--- src/rtl/smolproc_pkg.sv ---
// Shared types and helpers for the byte-stream instruction front end.
package smolproc_pkg;

    // Instruction class derived from the opcode byte.
    typedef enum logic [1:0] {
        Normal    = 2'd0,
        NormalImm = 2'd1,
        ExtOp     = 2'd2,
        ExtOpImm  = 2'd3
    } InstrType;

    // Total instruction length in bytes, opcode included.
    function automatic int unsigned instr_length(input InstrType t, input int unsigned imm_bytes);
        int unsigned len;
        case (t)
            Normal:    len = 1;
            NormalImm: len = 1 + imm_bytes;
            ExtOp:     len = 2;
            default:   len = 2 + imm_bytes;
        endcase
        return len;
    endfunction

endpackage

--- src/rtl/opcode_classifier.sv ---
// Combinational opcode classifier: top nibble selects plain vs extended space,
// the two masks mark which opcodes carry an immediate.
module opcode_classifier
    import smolproc_pkg::*;
#(
    parameter logic [15:0] NORM_IMM_MASK = 16'h0E00,
    parameter logic [15:0] EXT_IMM_MASK  = 16'h7C8C
) (
    input  logic [7:0] opcode,
    output InstrType   itype
);

    logic [3:0] nibble;
    logic [3:0] ext_sub;
    logic       unused_low_bits;

    assign nibble          = opcode[7:4];
    assign ext_sub         = opcode[5:2];
    assign unused_low_bits = ^opcode[1:0];

    // Nibbles 12..15 form the extended space, classified by the sub-opcode field.
    always_comb begin
        itype = Normal;
        if (nibble < 4'd12) begin
            itype = NORM_IMM_MASK[nibble] ? NormalImm : Normal;
        end else begin
            itype = EXT_IMM_MASK[ext_sub] ? ExtOpImm : ExtOp;
        end
    end

endmodule

--- src/rtl/instr_assembler.sv ---
// Byte-stream instruction assembler: collects opcode plus operand bytes from a
// valid/ready byte stream and presents one whole instruction per handshake.
module instr_assembler
    import smolproc_pkg::*;
#(
    parameter int unsigned BYTE_W        = 8,
    parameter int unsigned IMM_BYTES     = 1,
    parameter logic [15:0] NORM_IMM_MASK = 16'h0E00,
    parameter logic [15:0] EXT_IMM_MASK  = 16'h7C8C,
    localparam int unsigned MAX_LEN      = 2 + IMM_BYTES,
    localparam int unsigned LEN_W        = $clog2(MAX_LEN + 1)
) (
    input  logic                      clk,
    input  logic                      rst_n,
    input  logic                      flush,
    input  logic                      in_valid,
    output logic                      in_ready,
    input  logic [BYTE_W-1:0]         in_byte,
    output logic                      instr_valid,
    input  logic                      instr_ready,
    output logic [MAX_LEN*BYTE_W-1:0] instr_bytes,
    output logic [LEN_W-1:0]          instr_len,
    output InstrType                  instr_t
);

    typedef enum logic [1:0] {
        OPCODE  = 2'd0,
        COLLECT = 2'd1,
        HOLD    = 2'd2
    } asm_state_t;

    asm_state_t                       state_q, state_d;
    logic [LEN_W-1:0]                 count_q, count_d;
    logic [LEN_W-1:0]                 len_q, len_d;
    logic [MAX_LEN-1:0][BYTE_W-1:0]   slots_q, slots_d;
    InstrType                         type_q, type_d;

    InstrType                         op_type;
    logic [LEN_W-1:0]                 op_len;
    logic [LEN_W-1:0]                 count_inc;
    logic                             accept;
    logic                             consume;
    logic                             load_op;

    opcode_classifier #(
        .NORM_IMM_MASK (NORM_IMM_MASK),
        .EXT_IMM_MASK  (EXT_IMM_MASK)
    ) u_classifier (
        .opcode (in_byte[7:0]),
        .itype  (op_type)
    );

    assign op_len      = LEN_W'(instr_length(op_type, IMM_BYTES));
    assign count_inc   = count_q + LEN_W'(1);

    assign instr_valid = (state_q == HOLD);
    assign in_ready    = !flush && (!instr_valid || instr_ready);
    assign accept      = in_valid && in_ready;
    assign consume     = instr_valid && instr_ready && !flush;

    assign instr_bytes = slots_q;
    assign instr_len   = len_q;
    assign instr_t     = type_q;

    // Next-state, slot and length update; flush overrides everything.
    always_comb begin
        state_d = state_q;
        count_d = count_q;
        len_d   = len_q;
        slots_d = slots_q;
        type_d  = type_q;
        load_op = 1'b0;

        if (flush) begin
            state_d = OPCODE;
            count_d = '0;
            len_d   = '0;
            slots_d = '0;
            type_d  = Normal;
        end else begin
            case (state_q)
                OPCODE: begin
                    load_op = accept;
                end
                COLLECT: begin
                    if (accept) begin
                        for (int unsigned k = 0; k < MAX_LEN; k++) begin
                            if (count_q == LEN_W'(k)) begin
                                slots_d[k] = in_byte;
                            end
                        end
                        count_d = count_inc;
                        if (count_inc == len_q) begin
                            state_d = HOLD;
                            count_d = '0;
                        end
                    end
                end
                HOLD: begin
                    // A byte accepted here implies the held instruction is
                    // consumed on the same edge, so it starts the next one.
                    if (accept) begin
                        load_op = 1'b1;
                    end else if (consume) begin
                        state_d = OPCODE;
                        count_d = '0;
                        len_d   = '0;
                        slots_d = '0;
                        type_d  = Normal;
                    end
                end
                default: begin
                    state_d = OPCODE;
                end
            endcase

            if (load_op) begin
                slots_d    = '0;
                slots_d[0] = in_byte;
                len_d      = op_len;
                type_d     = op_type;
                if (op_len == LEN_W'(1)) begin
                    state_d = HOLD;
                    count_d = '0;
                end else begin
                    state_d = COLLECT;
                    count_d = LEN_W'(1);
                end
            end
        end
    end

    // State and datapath registers with asynchronous active-low reset.
    always_ff @(posedge clk or negedge rst_n) begin
        if (!rst_n) begin
            state_q <= OPCODE;
            count_q <= '0;
            len_q   <= '0;
            slots_q <= '0;
            type_q  <= Normal;
        end else begin
            state_q <= state_d;
            count_q <= count_d;
            len_q   <= len_d;
            slots_q <= slots_d;
            type_q  <= type_d;
        end
    end

endmodule
--- config.mk ---
export PLATFORM = sky130hd
export DESIGN_NAME = instr_assembler
export DESIGN_NICKNAME = d
export VERILOG_FILES = /design/src/rtl/smolproc_pkg.sv /design/src/rtl/opcode_classifier.sv /design/src/rtl/instr_assembler.sv
export SDC_FILE = /design/constraint.sdc
export NUM_CORES = 1
export LEC_CHECK = 0
export CORE_MARGIN = 4
export CORE_UTILIZATION = 48
export CTS_CLUSTER_DIAMETER = 30
export DETAILED_ROUTE_END_ITERATION = 6
export GPL_TIMING_DRIVEN = 0
export PLACE_DENSITY = 0.84
export SLEW_MARGIN = 20
export SYNTH_ARGS = -nofsm -noshare
export SYNTH_HDL_FRONTEND = slang
export SYNTH_HIERARCHICAL = 1
export SYNTH_SLANG_ARGS = --single-unit
--- constraint.sdc ---
create_clock -name clk -period 2.37 [get_ports clk]
set_input_delay 0.3555 -clock clk [delete_from_list [all_inputs] [get_ports clk]]
set_output_delay 0.3555 -clock clk [all_outputs]
set_load 0.02 [all_outputs]
==> results.sh <==
export IMPL_status="completed"
export IMPL_diodes=0
export IMPL_vias=1243
export IMPL_vias_per_cell=5.158
export IMPL_path_class="flop to output pin"
export IMPL_synth_cell_types=36
export IMPL_cts_path_max_buffers=2
export IMPL_fmax_mhz=454.2
export IMPL_antenna_found_initial=0
export IMPL_port_buffers=41
export IMPL_totalWireLength_mm=3.598
export IMPL_path_clk_slew_ps=100
export IMPL_cts_resized=0
export IMPL_hpwlAfterDp_mm=2.738
export IMPL_powerDensity_nw_per_um2=621.1
export IMPL_r2r_slack_ps=570
export IMPL_yosys_area_top_type="dfrtp_1"
export IMPL_syn_inst=147
export IMPL_die_width_um=67.26
export IMPL_seq_area_frac_synth_pct=47.51
export IMPL_dr_pass1_iters=4
export IMPL_grt_setup_unrepaired="no"
export IMPL_finClkSkew_ps=7.560
export IMPL_drive_gt1_share_pct=18.97
export IMPL_ios=43
export IMPL_hp_class="input pin to async pin"
export IMPL_slew_headroom_pct=50.89
export IMPL_synthesis_area_um2=1685
export IMPL_cts_post_setup_buffers_inserted=0
export IMPL_syn_to_final_growth_pct=30.22
export IMPL_ys_ff_latch=32
export IMPL_hold_violations=0
export IMPL_overflow=0
export IMPL_layout_min_cycle_time_ps=2201
export IMPL_leakagePower_nw=0.9831
export IMPL_clock_latency_ps=330
export IMPL_ir_drop_v=0.0004504
export IMPL_path_max_fanout=8
export IMPL_route_antenna_remaining_nets=0
export IMPL_start_kind="flop"
export IMPL_core_rowCount=21
export IMPL_worstPathArrival_ps=1850
export IMPL_syn_nets=165
export IMPL_cts_tree="built"
export IMPL_finalSetupViolCount=0
export IMPL_clock_sinks=32
export IMPL_drt_initial_drc_count=41
export IMPL_grtUsageTotal_pct=18.91
export IMPL_htreeDepth=2
export IMPL_start_util_pct=50.11
export IMPL_fin_hold_ws_ps=77.72
export IMPL_crit_path_end_kind="output pin"
export IMPL_routedWlPerCell_um=14.93
export IMPL_grt_max_degree=33
export IMPL_place_gp_congestion=0.8129
export IMPL_maxCapViolCount=0
export IMPL_grt_pass1_vias=1367
export IMPL_nNetsFinal=213
export IMPL_worst_pin_slew_ps=736.7
export IMPL_synth_top_area_share_pct=47.51
export IMPL_drc_errors=0
export IMPL_cts_hold_buf=0
export IMPL_worst_ep_required_time_ps=2010
export IMPL_cts_made_buffers=5
export IMPL_tns_ps=0
export IMPL_yosys_top_cells_area="dfrtp_1, mux2_2, mux2i_1"
export IMPL_drv_slew=0
export IMPL_layout_worst_path_cycle_share_pct=92.89
export IMPL_die_y_um=67.26
export IMPL_cts_root_buffer="clkbuf_4"
export IMPL_synth_warnings=6
export IMPL_design_core_area_um2=3363
export IMPL_die_area_um2=4523
export IMPL_syn_area_per_cell_um2=11.47
export IMPL_grt_pass1_wl_mm=6.382
[cell usage in the layout, fill, tap and decap left out]
cell / instances
o21ba_2: 1
clkdlybuf4s50_1: 40
buf_2: 3
nor2b_4: 1
nand2b_1: 3
nand2_1: 12
a2111oi_2: 1
dfrtp_1: 32
ha_1: 5
a21o_4: 1
nand3b_1: 1
a21oi_4: 3
nand4b_1: 1
o31a_1: 1
xor2_1: 1
a221oi_2: 1
and2_1: 10
mux2i_1: 9
o31ai_1: 1
o21ai_0: 1
inv_1: 16
clkbuf_4: 5
a21oi_1: 3
a211oi_1: 1
a221oi_1: 1
nor2_1: 6
a32o_1: 1
nor2b_1: 1
a22o_1: 2
nand4_1: 1
nor2_2: 1
and3b_1: 1
clkbuf_1: 2
o21ai_1: 2
clkinv_2: 1
xnor2_1: 1
o2bb2ai_1: 3
buf_6: 2
mux2_2: 17
[critical path, cell delays in order (launching register included)]
cell and delay (ps):
dfrtp_1 390, buf_6 140, nor2b_4 120, buf_6 120
a21oi_1 130, clkdlybuf4s50_1 620
[cells in the mapped netlist]
library cell / count
a2111oi_2: 1
a211oi_1: 1
a21o_4: 1
a21oi_1: 3
a21oi_4: 3
a221oi_1: 1
a221oi_2: 1
a22o_1: 2
a32o_1: 1
and2_1: 10
and3b_1: 1
buf_2: 2
buf_6: 2
clkbuf_1: 1
dfrtp_1: 32
ha_1: 5
inv_1: 16
mux2_2: 17
mux2i_1: 9
nand2_1: 12
nand2b_1: 3
nand3b_1: 1
nand4_1: 1
nand4b_1: 1
nor2_1: 6
nor2_2: 1
nor2b_1: 1
nor2b_4: 1
o21ai_0: 1
o21ai_1: 2
o21ba_2: 1
o2bb2ai_1: 3
o31a_1: 1
o31ai_1: 1
xnor2_1: 1
xor2_1: 1
[routing by layer]
| metal | routed length, um | GRT usage (%) | vias up |
|---|---|---|---|
| met2 | 1756 | 30.92 | 38 |
| met3 | 268 | 6.822 | 4 |
| met4 | 34 | 6.076 | 0 |
| met5 | 0 | 0 | - |
| li1 | - | - | 592 |
| met1 | 1538 | 23.20 | 609 |
[registers in the layout, summed over array words and instances, names as in the netlist]
register / cells
instr_bytes: 24
count_q: 2
instr_len: 2
instr_t: 2
state_q: 2
[power breakdown]
group | internal, mW | switching, mW
Combinational | 0.214 | 0.230
Sequential | 0.600 | 0.0339
Clock | 0.109 | 0.176
[logic make-up (layout without fill, tap and decap cells)]
group	count (synthesis)	in the layout	synth area share (%)
flip-flops	32	32	47.51
AO/OA/AOI/OAI	23	23	13.07
adder cells (fa/ha/maj)	5	5	3.712
buffers and inverters	21	69	5.716
multiplexers	26	26	16.70
XOR/XNOR	2	2	1.040
AND/OR/NAND/NOR	38	38	12.25
[final cells by class]
type	count	area, um2
Clock inverter	1	5.005
Buffer	5	36.28
Tap cell	46	57.56
Sequential cell	32	800.8
Timing Repair Buffer	41	405.4
Fill cell	295	1169
Inverter	16	60.06
Multi-Input combinational cell	94	788.3
Clock buffer	6	41.29
[through the flow]
stage | std cells | cell area [um2] | setup WS [ps] | power, mW | utilization [%]
2_1_floorplan | 147 | 1685 | 708.4 | 0.9057 | -
3_3_place_gp | 234 | 2153 | 30.41 | 1.079 | 64.03
3_5_place_dp | 234 | 2148 | 34.25 | 1.091 | 63.88
4_1_cts | 241 | 2195 | 145.9 | 1.379 | 65.25
5_1_grt | 241 | 2195 | 32.84 | 1.454 | 65.25
6_report | 241 | 2195 | 168.5 | 1.363 | 65.25
[worst paths after layout]
check / startpoint / end / depth (start not counted)
max reg2reg: count_q[0] / count_q[1] / 6
min in group clk: in_valid / state_q[1] / 3
max: state_q[1] / in_ready / 5
min: rst_n / state_q[1] / 1
min reg2reg: instr_t[1] / instr_t[1] / 1
max in group asynchronous: rst_n / instr_t[1] / 1
No activity file was read; power rests on OpenSTA's default activity.
